--- src/rtl/fetch_pkg.sv ---
// Shared constants and helpers for the instruction fetch unit.
// Buffer entries are packed as {err, parcel[15:0]}.
package fetch_pkg;

  localparam int unsigned ParcelW = 16;
  localparam int unsigned EntryW  = ParcelW + 1;
  localparam int unsigned ErrBit  = ParcelW;

  // An all-zero parcel decodes as an illegal instruction, so bus errors surface as traps.
  localparam logic [ParcelW-1:0] TrapParcel = 16'h0000;

  typedef enum logic [0:0] {
    StReset,
    StRun
  } fetch_state_e;

  function automatic logic [EntryW-1:0] make_entry(input logic err,
                                                   input logic [ParcelW-1:0] parcel);
    return {err, err ? TrapParcel : parcel};
  endfunction

endpackage

--- src/rtl/ifetch_buf.sv ---
// Parcel prefetch FIFO: up to two pushes (low parcel first) and one pop per cycle.
module ifetch_buf
  import fetch_pkg::*;
#(
  parameter int unsigned DEPTH = 4
) (
  input  logic                     clk,
  input  logic                     reset,
  input  logic                     flush,
  input  logic                     push_lo,
  input  logic                     push_hi,
  input  logic [EntryW-1:0]        din_lo,
  input  logic [EntryW-1:0]        din_hi,
  input  logic                     pop,
  output logic [EntryW-1:0]        head,
  output logic [$clog2(DEPTH):0]   count
);

  localparam int unsigned AW = $clog2(DEPTH);
  localparam int unsigned CW = AW + 1;

  logic [EntryW-1:0] mem [DEPTH];
  logic [AW-1:0]     wr_ptr;
  logic [AW-1:0]     rd_ptr;
  logic [AW-1:0]     hi_ptr;

  // The high parcel lands behind the low one, or at the write pointer when the low half is skipped.
  assign hi_ptr = wr_ptr + AW'(push_lo);
  assign head   = mem[rd_ptr];

  always_ff @(posedge clk) begin
    if (reset || flush) begin
      wr_ptr <= '0;
      rd_ptr <= '0;
      count  <= '0;
    end else begin
      if (push_lo) mem[wr_ptr] <= din_lo;
      if (push_hi) mem[hi_ptr] <= din_hi;
      wr_ptr <= wr_ptr + AW'(push_lo) + AW'(push_hi);
      if (pop) rd_ptr <= rd_ptr + AW'(1);
      count <= count + CW'(push_lo) + CW'(push_hi) - CW'(pop);
    end
  end

  always_ff @(posedge clk) begin
    if (!reset && !flush) begin
      assert (32'(count) + 32'(push_lo) + 32'(push_hi) <= DEPTH + 32'(pop));
      assert (!pop || count != '0);
    end
  end

endmodule

--- src/rtl/ifetch.sv ---
// Instruction fetch: issues word reads, splits responses into 16-bit parcels and
// hands one parcel per cycle to decode, with redirect and in-flight discard handling.
module ifetch
  import fetch_pkg::*;
#(
  parameter int unsigned   RV       = 32,
  parameter logic [RV-1:0] RESET_PC = '0,
  parameter int unsigned   DEPTH    = 4,
  parameter int unsigned   MAX_OUT  = 2
) (
  input  logic               clk,
  input  logic               reset,
  output logic [ParcelW-1:0] ins,
  output logic [RV-1:0]      ins_pc,
  output logic               ins_err,
  output logic               idone,
  input  logic               stall,
  input  logic               redirect,
  input  logic [RV-1:0]      redirect_pc,
  output logic               i_req,
  output logic [RV-1:0]      i_addr,
  input  logic               i_ack,
  input  logic               i_rvalid,
  input  logic [31:0]        i_rdata,
  input  logic               i_err
);

  localparam int unsigned OutW = $clog2(MAX_OUT + 1) + 1;

  fetch_state_e          state;
  logic [RV-1:0]         fetch_pc;
  logic [RV-1:0]         head_pc;
  logic                  skip_low;
  logic [OutW-1:0]       outstanding;
  logic [OutW-1:0]       discard;
  logic [OutW-1:0]       outstanding_next;
  logic [$clog2(DEPTH):0] count;
  logic [EntryW-1:0]     head;

  logic run;
  logic redir;
  logic ack_in;
  logic rvalid_in;
  logic accept;
  logic push_lo;
  logic push_hi;

  assign run       = (state == StRun);
  assign redir     = run && redirect;
  assign rvalid_in = run && i_rvalid;
  // An ack seen during a redirect still creates a response we must later drop.
  assign ack_in    = i_ack && (i_req || redir);
  assign accept    = rvalid_in && !redir && (discard == '0);
  assign push_lo   = accept && !skip_low;
  assign push_hi   = accept;

  assign outstanding_next = outstanding + OutW'(ack_in) - OutW'(rvalid_in);

  // Reserve room for every in-flight word plus the one being requested.
  assign i_req  = run && !redirect && (32'(outstanding) < MAX_OUT) &&
                  (32'(count) + 2 * (32'(outstanding) + 1) <= DEPTH);
  assign i_addr = fetch_pc & ~RV'(3);

  assign idone   = run && (count != '0) && !stall && !redirect;
  assign ins     = (count != '0) ? head[ParcelW-1:0] : '0;
  assign ins_err = (count != '0) && head[ErrBit];
  assign ins_pc  = head_pc;

  always_ff @(posedge clk) begin
    if (reset) begin
      state       <= StReset;
      fetch_pc    <= RESET_PC & ~RV'(3);
      head_pc     <= RESET_PC & ~RV'(1);
      skip_low    <= RESET_PC[1];
      outstanding <= '0;
      discard     <= '0;
    end else begin
      unique case (state)
        StReset: state <= StRun;
        StRun:   state <= StRun;
        default: state <= StReset;
      endcase
      outstanding <= outstanding_next;
      if (redir) begin
        fetch_pc <= redirect_pc & ~RV'(3);
        head_pc  <= redirect_pc & ~RV'(1);
        skip_low <= redirect_pc[1];
        discard  <= outstanding_next;
      end else begin
        if (ack_in) fetch_pc <= fetch_pc + RV'(4);
        if (idone)  head_pc  <= head_pc + RV'(2);
        if (rvalid_in) begin
          if (discard != '0) discard  <= discard - OutW'(1);
          else if (skip_low) skip_low <= 1'b0;
        end
      end
    end
  end

  ifetch_buf #(
    .DEPTH(DEPTH)
  ) u_buf (
    .clk    (clk),
    .reset  (reset),
    .flush  (redir),
    .push_lo(push_lo),
    .push_hi(push_hi),
    .din_lo (make_entry(i_err, i_rdata[15:0])),
    .din_hi (make_entry(i_err, i_rdata[31:16])),
    .pop    (idone),
    .head   (head),
    .count  (count)
  );

endmodule

--- config.mk ---
export PLATFORM = sky130hd
export DESIGN_NAME = ifetch
export DESIGN_NICKNAME = d
export VERILOG_FILES = /design/src/rtl/fetch_pkg.sv /design/src/rtl/ifetch_buf.sv /design/src/rtl/ifetch.sv
export SDC_FILE = /design/constraint.sdc
export NUM_CORES = 1
export LEC_CHECK = 0
export BUFFER_PORTS_ARGS = -buffer_cell sky130_fd_sc_hd__buf_4
export CAP_MARGIN = 20
export CORE_MARGIN = 3
export CORE_UTILIZATION = 45
export DETAILED_ROUTE_END_ITERATION = 8
export GPL_ROUTABILITY_DRIVEN = 0
export PLACE_DENSITY = 0.72
export SLEW_MARGIN = 10
export SYNTH_ARGS = -nofsm -noshare
export SYNTH_HDL_FRONTEND = slang
export SYNTH_SLANG_ARGS = --single-unit
--- constraint.sdc ---
create_clock -name clk -period 4.9 [get_ports clk]
set_input_delay 0.49 -clock clk [delete_from_list [all_inputs] [get_ports clk]]
set_output_delay 0.49 -clock clk [all_outputs]
set_load 0.01 [all_outputs]
# After elaboration in Yosys (flattened, before gate mapping)
# Memory sizes are Yosys's and may differ from the RTL's. A register that Yosys moved wholly into a read port is not among the register bits.
# Cells that the tools add are included.
# W data, S select, Z words.
op_classes:
  n_addsub: 13
  n_lt_le_gt_ge: 2
  eq_ne: 1
  muxes: 22
  n_reduce_logical: 29
ops:
  columns: ["operator", "n"]
  rows:
  - ["$mux W32", 4]
  - ["$mux W16", 3]
  - ["$add A32 B2 Y32 const B", 1]
  - ["$add A32 B3 Y32 const B", 1]
  - ["$logic_and A1 B1 Y1", 13]
  - ["$mux W1", 10]
  - ["$add A3 B1 Y3", 3]
  - ["$mux W3", 3]
  - ["$reduce_bool A2 Y1", 4]
  - ["$add A3 B5 Y6", 1]
  - ["$le A6 B3 Y1 const B", 1]
  - ["$reduce_bool A3 Y1", 2]
  - ["$sub A3 B1 Y3", 2]
  - ["$add A2 B1 Y2", 2]
  - ["$add A3 B1 Y4 const B", 1]
  - ["$logic_not A1 Y1", 4]
  - ["$mux W2", 2]
  - ["$reduce_and A2 Y1", 2]
  - ["$logic_not A3 Y1", 1]
  - ["$lt A3 B2 Y1 const B", 1]
  - ["$sub A3 B1 Y3 const B", 1]
  - ["$add A2 B1 Y2 const B", 1]
  - ["$logic_or A1 B1 Y1", 2]
  - ["$ne A2 B2 Y1 const B", 1]
  - ["$reduce_or A2 Y1", 1]
totals:
  reg_bits: 79
  ram_bits: 68
  in_bits: 71
  out_inout_bits: 83
  memories: 1
mem_list:
  columns: ["name", "depth", "word_bits", "read_ports", "rd_clocked_by_memory_dff", "wr", "line", "source"]
  rows:
  - ["u_buf.mem", 4, 17, 1, 1, 2, "ifetch_buf.sv:22", "logic [EntryW-1:0] mem [DEPTH];"]

# Depth between registers and ports, before layout
# Gate-level depths: netlist (run 1).
depth:
  ltp_word: 9
  mapped_depth: 15

# Cells and area by module
# A second synthesis (run 1) with hierarchy kept.
unflattened:
  cells_unflattened: 753
  area_unflattened_um2: 8132.8
by_module_without_submodules:
  columns: ["module", "n_inst", "cells_each", "area_per_inst_um2", "seq_area_each_um2"]
  rows:
  - ["ifetch", 1, 545, 4376.7, 1381.3]
  - ["ifetch_buf", 1, 208, 3756.1, 2222.1]

# Least setup slack after synthesis (run 1)
# OpenSTA, ideal clock, no wires.
synth_path:
  path_type: "reg-to-reg"
  from: "register discard[0]"
  to: "memory u_buf.mem[0][0] in the netlist's numbering, enable pin"
  setup_time_ps: 440
  arrival_ps: 2979
  path_slack_ps: 1480
  stages_incl_launch_ff: 6
  period_less_slack_ps: 3420
  path_cell_list: "dfxtp_1 > inv_1 > ha_1 > nand4b_1 > or3_1 > o41ai_1"
synth_rtl:
  columns: ["element", "line", "source"]
  rows:
  - ["from (decl)", "ifetch.sv:35", "logic [OutW-1:0] discard;"]
  - ["from (signal assigned)", "ifetch.sv:88", "discard <= outstanding_next;"]
  - ["from (signal assigned)", "ifetch.sv:93", "if (discard != '0) discard <= discard - OutW'(1);"]
  - ["to (decl)", "ifetch_buf.sv:22", null]

==> impl_metrics.json, run 1 <==
{
  "crit_family": "simple AND/OR/NAND/NOR gates",
  "htreeDepth": 4,
  "cts_made_buffers": 17,
  "synth-seq-area-share_pct": 46.08,
  "clock_sinks": 146,
  "syn_area_um2": 7820,
  "vdd_drop_max_mv": 0.2451,
  "netlist.area_leader.share_pct": 26.11,
  "slowest_delay_ns": 0.39,
  "cp_num_buf_inv": 4,
  "placed_cells": 1136,
  "syn_area_per_cell_um2": 9.726,
  "slew_violations": 0,
  "dieArea_um2": 19000,
  "die_width_um": 137.8,
  "share_comb_of_total_power_pct": 15.9,
  "portBuffers": 149,
  "end_kind": "flop",
  "grt_pass1_wl_mm": 33.12,
  "cp_slowest_cell": "or3_1",
  "setup_violations": 0,
  "antenna_found_initial": 0,
  "yosysUniqueCellTypes": 54,
  "cts_buffer_depth": 2,
  "layout-drive-gt1-share_pct": 23.31,
  "grt_usage_pct": 22.72,
  "power_frac_seq_pct": 45.6,
  "async_reset_ff_share_pct": 0,
  "nets": 1024,
  "drt-wirelength-per-cell_um": 18.35,
  "critPathRequiredTime_ns": 5.01,
  "core.rowCount": 47,
  "arrival_ns": 3.40,
  "switchingPower_mw": 0.8650,
  "synth-main-ff-cell": "dfxtp_1",
  "cp_max_fo": 17,
  "cts_hold_buffers": 0,
  "cp_cell_sequence": "inv_1 > ha_1 > nand4b_1 > or3_1 > inv_1 > ha_1 > nor4_1 > nand2_1 > buf_4 > o21ai_1 > buf_4",
  "slew_headroom_pct": 38.35,
  "status": "complete, no violations",
  "hold_viol": 0,
  "detail-route-antenna-nets": 0,
  "fin_crit_sh_pct": 67.01,
  "worst_setup_path_start_kind": "flop",
  "clk_pin_slew_ns": 0.06,
  "grt_overflow": 0,
  "top_layer_used": "met4",
  "diodes": 0,
  "worst_pin_slew_ns": 0.9014,
  "synth-warning-count": 0,
  "pwr-share-clk_pct": 38.5,
  "grt_max_degree": 69,
  "crit_type": "flop to flop",
  "post_cts_resized": 0,
  "switching_share_pct": 28.12,
  "synth_cells": 804,
  "area_growth_pct": 23.33,
  "post-route-util_pct": 57.34,
  "stdcell_count": 1168,
  "clockRootBuffer": "clkbuf_16",
  "max_freq_mhz": 304.6,
  "dp.final_hpwl_mm": 14.88,
  "ys_ff_latch": 146,
  "cap_violations": 0,
  "start_util_pct": 46.50,
  "die_h_um": 137.8,
  "wl_met2_mm": 10.27,
  "drcViolationCount": 0,
  "drt_iter0_markers": 541,
  "final.setup.tns_ns": 0,
  "leakagePower_nw": 3.839,
  "tritoncts": "done",
  "wirelength_mm": 21.44,
  "met1_length_mm": 8.981,
  "synth_edf_count": 68,
  "io_pins": 154,
  "fin_hold_ws_ns": 0.3561,
  "grt_setup_unrepaired": "no",
  "postCtsSetupRepairBufs": 0,
  "hp-class": "input pin to flop",
  "vias_per_cell": 5.747,
  "p_int_mw": 2.211,
  "wl_met3_mm": 1.809,
  "skew_ns": 0.009968,
  "first_pass_iters": 5,
  "yosys.area.top_type": "edfxtp_1",
  "coreArea_um2": 16820,
  "vias": 6713,
  "netlist_top_cells_area": "edfxtp_1, dfxtp_1, mux4_2",
  "clock_latency_ns": 0.42,
  "grt_pass1_vias": 6347,
  "pwr_density_cell_nw_per_um2": 318.9,
  "period_needed_ns": 3.283
}
worst reg2reg max path: stages (launching register included):
cell,delay [ns]
dfxtp_1,0.32
inv_1,0.08
ha_1,0.18
nand4b_1,0.22
or3_1,0.40
inv_1,0.07
ha_1,0.30
nor4_1,0.37
nand2_1,0.09
buf_4,0.22
o21ai_1,0.40
buf_4,0.34
power by group through the flow:
| stage | clock network, mW | logic (mW) | registers, mW |
|---|---|---|---|
| 5_1_grt | 1.25 | 0.541 | 1.41 |
| 2_1_floorplan | 0 | 0.275 | 1.42 |
| 6_report | 1.18 | 0.490 | 1.40 |
| 3_5_place_dp | 0 | 0.487 | 1.42 |
| 4_1_cts | 1.20 | 0.492 | 1.40 |
| 3_3_place_gp | 0 | 0.475 | 1.42 |
cell usage after synthesis, types with 3 or more instances:
cell      instances
a211oi_1         10
a21boi_0          3
a21oi_1          72
a311oi_1         12
a31oi_1          11
and2_1           28
and3_1           11
and4_1            9
buf_2            11
buf_4             4
clkbuf_1         35
dfxtp_1          78
edfxtp_1         68
fa_1              4
ha_1             14
inv_1            23
mux2i_1          36
mux4_2           17
nand2_1          99
nand3_1          24
nand4_1          11
nor2_1           65
nor3_1           12
nor3b_1           3
nor4_1           16
o21ai_0          32
o31ai_1          10
or3_1             8
or4_1             6
xnor2_1          35
xor2_1            8
sequential cells by signal, summed over array words and instances (netlist names), named ones only:
name and flops:
discard 3, fetch_pc 30, ins_pc 31, outstanding 3, run 1, skip_low 1, u_buf.count 3, u_buf.mem 68
u_buf.rd_ptr 2, u_buf.wr_ptr 2
layout by cell type (no fill, tap or decap), drive strengths merged, types with 16 or more instances in the layout:
cell type / instances
nand2: 99
dfxtp: 78
buf: 163
clkbuf: 18
inv: 27
mux2i: 36
xnor2: 35
o21ai: 33
nor4: 16
nand3: 24
nor2: 65
and2: 28
a21oi: 72
mux4: 17
edfxtp: 68
kinds of logic (layout without fill, tap and decap cells):
family	count (synthesis)	in the layout	synth area share (%)
buffers and inverters	76	218	4.032
other	1	3	0.04795
adders and majority gates	18	18	3.264
xor gates and xnor gates	43	43	4.816
muxes	53	53	9.504
DFF	146	146	46.08
and+or+nand+nor	304	304	19.62
AOI/OAI and AO/OA	163	163	12.64
layer usage:
metal / track usage (%) / up-vias
met4: 6.531 / 0
li1: - / 3198
met3: 5.405 / 28
met1: 29.95 / 3196
met2: 37.42 / 291
met5: 0 / -
per-stage QoR:
step | power [mW] | area, um2 | setup WS [ns]
floorplan | 1.699 | 7828 | 1.480
global placement | 1.899 | 9107 | 1.629
detailed placement | 1.911 | 9107 | 1.584
CTS | 3.091 | 9644 | 1.577
global route | 3.203 | 9644 | 1.279
finish | 3.076 | 9644 | 1.617
cell type report:
type	instances	area, um2
Fill cell	1470	7174
Multi-Input combinational cell	584	3919
Sequential cell	146	3603
Timing Repair Buffer	163	1224
Clock buffer	18	429.2
Tap cell	220	275.3
Clock inverter	14	107.6
Inverter	23	86.33
final timing paths:
kind / start / to / slack [ns] / cells after the start
setup / recovery: discard[0] / u_buf.mem[2][11] / 1.62 / 11
hold / removal: redirect_pc[1] / ins_pc[1] / 0.36 / 3
setup reg to reg: discard[0] / u_buf.mem[2][11] / 1.62 / 11
hold reg to reg: u_buf.rd_ptr[1] / u_buf.rd_ptr[1] / 0.53 / 2
Note: power is estimated with default switching activity, not from simulation.
==> run 2: changes to the inputs <==
==> constraint.sdc (replaced) <==
create_clock -name clk -period 3.4 [get_ports clk]
set_input_delay 0.34 -clock clk [delete_from_list [all_inputs] [get_ports clk]]
set_output_delay 0.34 -clock clk [all_outputs]
set_load 0.01 [all_outputs]
==> run 2 against run 1 <==
Against the previous run:
- hold slack worse by 0.14 ns
- clock skew is 0.0017 ns lower
- final area is 1.5% higher
- die area stayed put
- critical path depth is 2 higher
- sequential power is 44% higher
- power is 48% higher
- non-clock buffer count is 11 higher
- fmax is 7.1% higher
- worst setup slack worse by 1.3 ns
==> impl_metrics.json, run 2 (synthesis gave the netlist of run 1 again) <==
{
  "status": "complete, no violations",
  "crit_path_end": "discard[2]",
  "core.rowCount": 47,
  "drt-wirelength-per-cell_um": 18.28,
  "startpoint": "outstanding[1]",
  "cts_made_buffers": 17,
  "wl_met3_mm": 1.647,
  "portBuffers": 149,
  "slew_headroom_pct": 40.72,
  "final.setup.tns_ns": 0,
  "vias_per_cell": 5.741,
  "crit_type": "flop to flop",
  "worstReg2RegEnd": "discard[2]",
  "largest-register": "u_buf.mem",
  "fin_hold_ws_ns": 0.2162,
  "grt_pass1_vias": 6311,
  "fin_crit_sh_pct": 90.20,
  "dieArea_um2": 19000,
  "worst_pin_slew_ns": 0.8667,
  "die_h_um": 137.8,
  "clock_sinks": 146,
  "wirelength_mm": 21.53,
  "drcViolationCount": 0,
  "io_pins": 154,
  "layout-drive-gt1-share_pct": 24.11,
  "period_needed_ns": 3.067,
  "regArea_um2": 3603,
  "nets": 1035,
  "cap_violations": 0,
  "grt_overflow": 0,
  "vias": 6763,
  "start_util_pct": 46.50,
  "multi_input_area_um2": 3930,
  "placed_area_um2": 9226,
  "htreeDepth": 4,
  "pwr_density_cell_nw_per_um2": 465.0,
  "coreArea_um2": 16820,
  "max_freq_mhz": 326.1,
  "detail-route-antenna-nets": 0,
  "dp.final_hpwl_mm": 15.11,
  "final_cell_mix": "buf_4, nand2_1, dfxtp_1, a21oi_1, edfxtp_1",
  "cts_hold_buffers": 0,
  "grt_max_degree": 69,
  "clock_latency_ns": 0.42,
  "first_pass_iters": 5,
  "cp_max_fo": 4,
  "clockRootBuffer": "clkbuf_16",
  "skew_ns": 0.008313,
  "grt_pass1_wl_mm": 33.31,
  "mostFrequentLayoutCell": "buf_4",
  "r2r-start": "outstanding[1]",
  "leakagePower_nw": 3.914,
  "diodes": 0,
  "met1_length_mm": 9.233,
  "tritoncts": "done",
  "grt_usage_pct": 22.80,
  "worst_setup_path_start_kind": "flop",
  "r2r_slack_ns": 0.33,
  "end_kind": "flop",
  "postCtsSetupRepairBufs": 0,
  "drt_iter0_markers": 523,
  "setup_violations": 0,
  "post_cts_resized": 0,
  "hp-class": "input pin to flop",
  "arrival_ns": 3.39,
  "area_growth_pct": 25.23,
  "antenna_found_initial": 0,
  "fillers": 1458,
  "die_width_um": 137.8,
  "largest_register_ffs": 68,
  "critPathRequiredTime_ns": 3.73,
  "grt_setup_unrepaired": "no",
  "cts_buffer_depth": 2,
  "vdd_drop_max_mv": 0.3700,
  "rr_worst_depth": 13,
  "total_power_mw": 4.554,
  "wl_met2_mm": 10.21,
  "finalInstanceArea_um2": 9793,
  "top_layer_used": "met4",
  "slew_violations": 0,
  "clk_pin_slew_ns": 0.06,
  "hold_viol": 0
}
## run 2: cell types whose count changed in the layout (fill, tap and decap cells not counted)
cell       change
buf_4          +9
inv_6          -3
buf_12         +2
bufinv_16      +2
clkbuf_1       -1
clkinv_1       +1
clkinv_2       +1
clkinv_4       -1
o41ai_2        -1
o41ai_4        +1
## run 2: routing by layer
layer	GRT usage [%]	up-vias
met2	36.44	306
met5	0	-
met1	30.76	3209
met4	7.519	0
li1	-	3216
met3	5.113	32
## run 2: cell type report
| type | count | share of cell area (%) |
|---|---|---|
| timing repair buffer | 174 | 13.59 |
| sequential | 146 | 36.80 |
| inverter | 23 | 0.8816 |
| multi-input combinational | 584 | 40.13 |
| tap | 220 | 2.811 |
| clock buffer | 17 | 4.344 |
| clock inverter | 14 | 1.444 |
## run 2: power breakdown
part / switching [mW] / internal [mW] / total [mW] / leakage (nW)
logic: 0.384 / 0.339 / 0.723 / 2.39
clock network: 0.743 / 1.07 / 1.81 / 0.257
registers: 0.0943 / 1.92 / 2.02 / 1.26
## run 2: critical path, stage by stage (launching register included)
cell and delay [ns]:
dfxtp_1 0.41, ha_1 0.30, fa_1 0.46, o21ai_1 0.14, nand4_1 0.12, a21oi_1 0.18
o21ai_0 0.12, ha_1 0.27, inv_1 0.05, ha_1 0.12, inv_1 0.05, fa_1 0.37
xnor2_1 0.15, a211oi_1 0.24
## run 2: per-stage QoR
step | utilization [%] | setup WS, ns | cells
finish | 58.23 | 0.3333 | 1178
global route | 58.23 | 0.07772 | 1178
CTS | 58.23 | 0.3134 | 1178
detailed placement | 54.86 | 0.3364 | 1147
global placement | 54.86 | 0.3904 | 1147
floorplan | - | 0.1888 | 806
## run 2: how the worst min path moves through the flow
stage	slack, ns	start	endpoint	cells after the start
floorplan	0.44	i_err	u_buf.mem[0][16]	0
global placement	0.51	fetch_pc[21]	fetch_pc[21]	2
detailed placement	0.51	fetch_pc[21]	fetch_pc[21]	2
CTS	0.21	redirect_pc[1]	skip_low	3
global route	0.21	redirect_pc[1]	skip_low	3
finish	0.22	redirect_pc[1]	skip_low	3
==> run 3: changes to the inputs <==
--- a/config.mk
+++ b/config.mk
@@ -11,7 +11,7 @@
 export CORE_UTILIZATION = 45
 export DETAILED_ROUTE_END_ITERATION = 8
 export GPL_ROUTABILITY_DRIVEN = 0
-export PLACE_DENSITY = 0.72
+export PLACE_DENSITY = 0.75
 export SLEW_MARGIN = 10
 export SYNTH_ARGS = -nofsm -noshare
 export SYNTH_HDL_FRONTEND = slang
==> constraint.sdc (replaced) <==
create_clock -name clk -period 2.55 [get_ports clk]
set_input_delay 0.255 -clock clk [delete_from_list [all_inputs] [get_ports clk]]
set_output_delay 0.255 -clock clk [all_outputs]
set_load 0.01 [all_outputs]
==> run 3 against run 2 <==
Against the previous run:
- the flow now finishes with violations (setup timing)
- worst setup slack got worse by 0.64 ns
- largest cell class unchanged
- register-to-register slack worse by 0.64 ns
- critical endpoint is now discard[1]
- largest power group unchanged
- highest routed layer unchanged
- combinational power rose by 62%
==> impl_metrics.json, run 3 (synthesis gave the netlist of run 1 again) <==
{
  "status": "finished, violations left",
  "violations": "setup timing",
  "slew_headroom_pct": 54.78,
  "wirelength_mm": 22.87,
  "cp_num_buf_inv": 2,
  "cap_violations": 0,
  "dp.final_hpwl_mm": 15.86,
  "vias": 6991,
  "slew_violations": 0,
  "clockRootBuffer": "clkbuf_16",
  "end_kind": "flop",
  "io_pins": 154,
  "max_freq_mhz": 349.9,
  "final_cell_mix": "buf_4, nand2_1, dfxtp_1, a21oi_1, edfxtp_1",
  "grt_max_degree": 69,
  "mostFrequentLayoutCell": "buf_4",
  "post-route-util_pct": 62.39,
  "portBuffers": 149,
  "area_growth_pct": 34.19,
  "grt_overflow": 0,
  "cts_hold_buffers": 0,
  "nets": 1076,
  "worst_pin_slew_ns": 0.6784,
  "grt_pass1_vias": 6570,
  "largest-register": "u_buf.mem",
  "fin_crit_sh_pct": 112.1,
  "grt_usage_pct": 23.93,
  "setup_violations": 14,
  "vdd_drop_max_mv": 0.4644,
  "cp_cell_sequence": "ha_4 > fa_2 > o21ai_2 > nand4_1 > a21oi_4 > o21ai_2 > ha_1 > inv_1 > ha_1 > inv_1 > fa_2 > nor2_1 > a21oi_1 > nor2_1",
  "total_power_mw": 6.556,
  "core.rowCount": 47,
  "skew_ns": 0.008607,
  "grt_setup_unrepaired": "yes",
  "diodes": 0,
  "grt_pass1_wl_mm": 34.84,
  "first_pass_iters": 5,
  "crit_type": "flop to flop",
  "cts_buffer_depth": 2,
  "clk_pin_slew_ns": 0.06,
  "clock_sinks": 146,
  "worst_setup_path_start_kind": "flop",
  "largest_register_ffs": 68,
  "layout-drive-gt1-share_pct": 31.40,
  "pwr_density_cell_nw_per_um2": 624.8,
  "die_width_um": 137.8,
  "hold_viol": 0,
  "cts_made_buffers": 17,
  "drt_iter0_markers": 632,
  "leakagePower_nw": 4.192,
  "setup_ws_ns": -0.3083,
  "die_h_um": 137.8,
  "coreArea_um2": 16820,
  "drcViolationCount": 0,
  "dieArea_um2": 19000,
  "crit_family": "adder cells",
  "tritoncts": "done",
  "hp-class": "input pin to flop",
  "vias_per_cell": 5.730,
  "cp_slowest_cell": "fa_2",
  "drt-wirelength-per-cell_um": 18.75,
  "htreeDepth": 4,
  "period_needed_ns": 2.858,
  "start_util_pct": 46.50,
  "cp_max_fo": 2,
  "arrival_ns": 3.18,
  "antenna_found_initial": 0,
  "critPathRequiredTime_ns": 2.87,
  "clock_latency_ns": 0.43,
  "slowest_delay_ns": 0.53,
  "detail-route-antenna-nets": 0
}
==> run 3: cell count changes in the layout (fill, tap and decap cells not counted), sizes merged <==
cell      delta
a211o        +1
clkinvlp     -3
clkinv       -2
buf         +40
bufinv       +2
inv          +4
==> run 3: final timing paths <==
check / cells after the start / slack, ns / from / to
min: 3 / 0.12 / redirect_pc[1] / skip_low
max reg2reg: 14 / -0.31 / outstanding[1] / discard[1]
min reg2reg: 2 / 0.54 / fetch_pc[13] / fetch_pc[13]
max: 14 / -0.31 / outstanding[1] / discard[1]
==> run 3: cell type report <==
| type | count | area [um2] |
|---|---|---|
| multi-input combinational | 585 | 4220 |
| clock inverter | 15 | 203.9 |
| tap | 220 | 275.3 |
| sequential | 146 | 3611 |
| clock buffer | 17 | 425.4 |
| timing repair buffer | 214 | 1672 |
| inverter | 23 | 86.33 |
| fill | 1352 | 6325 |
==> run 3: layer usage <==
layer,wire length [um],up-vias,global-route usage [%]
li1,-,3303,-
met3,1993,30,6.355
met1,9474,3311,31.71
met2,11030,347,38.69
met5,0,-,0
met4,376,0,6.861
==> run 3: timing repair <==
action | CTS | global route
pin swaps | 8 | 9
cloned | 0 | 2
endpoints found under the setup margin | 11 | 84
setup buffers | 3 | 6
gates resized for setup | 15 | 17
==> run 3: stage by stage <==
stage	hold slack [ns]	setup WS (ns)	instance area (um2)	cells	TNS [ns]
CTS	0.1045	-0.3056	10340	1212	-0.8683
floorplan	0.3539	-0.2358	8074	806	-1.188
finish	0.1177	-0.3083	10490	1220	-1.156
detailed placement	0.5145	-0.2978	9633	1177	-1.217
global placement	0.5010	-0.1987	9633	1177	-0.7442
global route	0.1084	-0.4021	10490	1220	-3.540
==> run 3: power breakdown <==
group	internal (mW)	leakage [nW]	switching [mW]
combinational	0.566	2.63	0.603
sequential	2.57	1.27	0.129
clock	1.65	0.296	1.04
total	4.78	4.19	1.77
==> run 3: worst min-delay path, cell delays in order <==
cell and delay (ns):
buf_4 0.08, nand2_1 0.06, a21oi_1 0.11
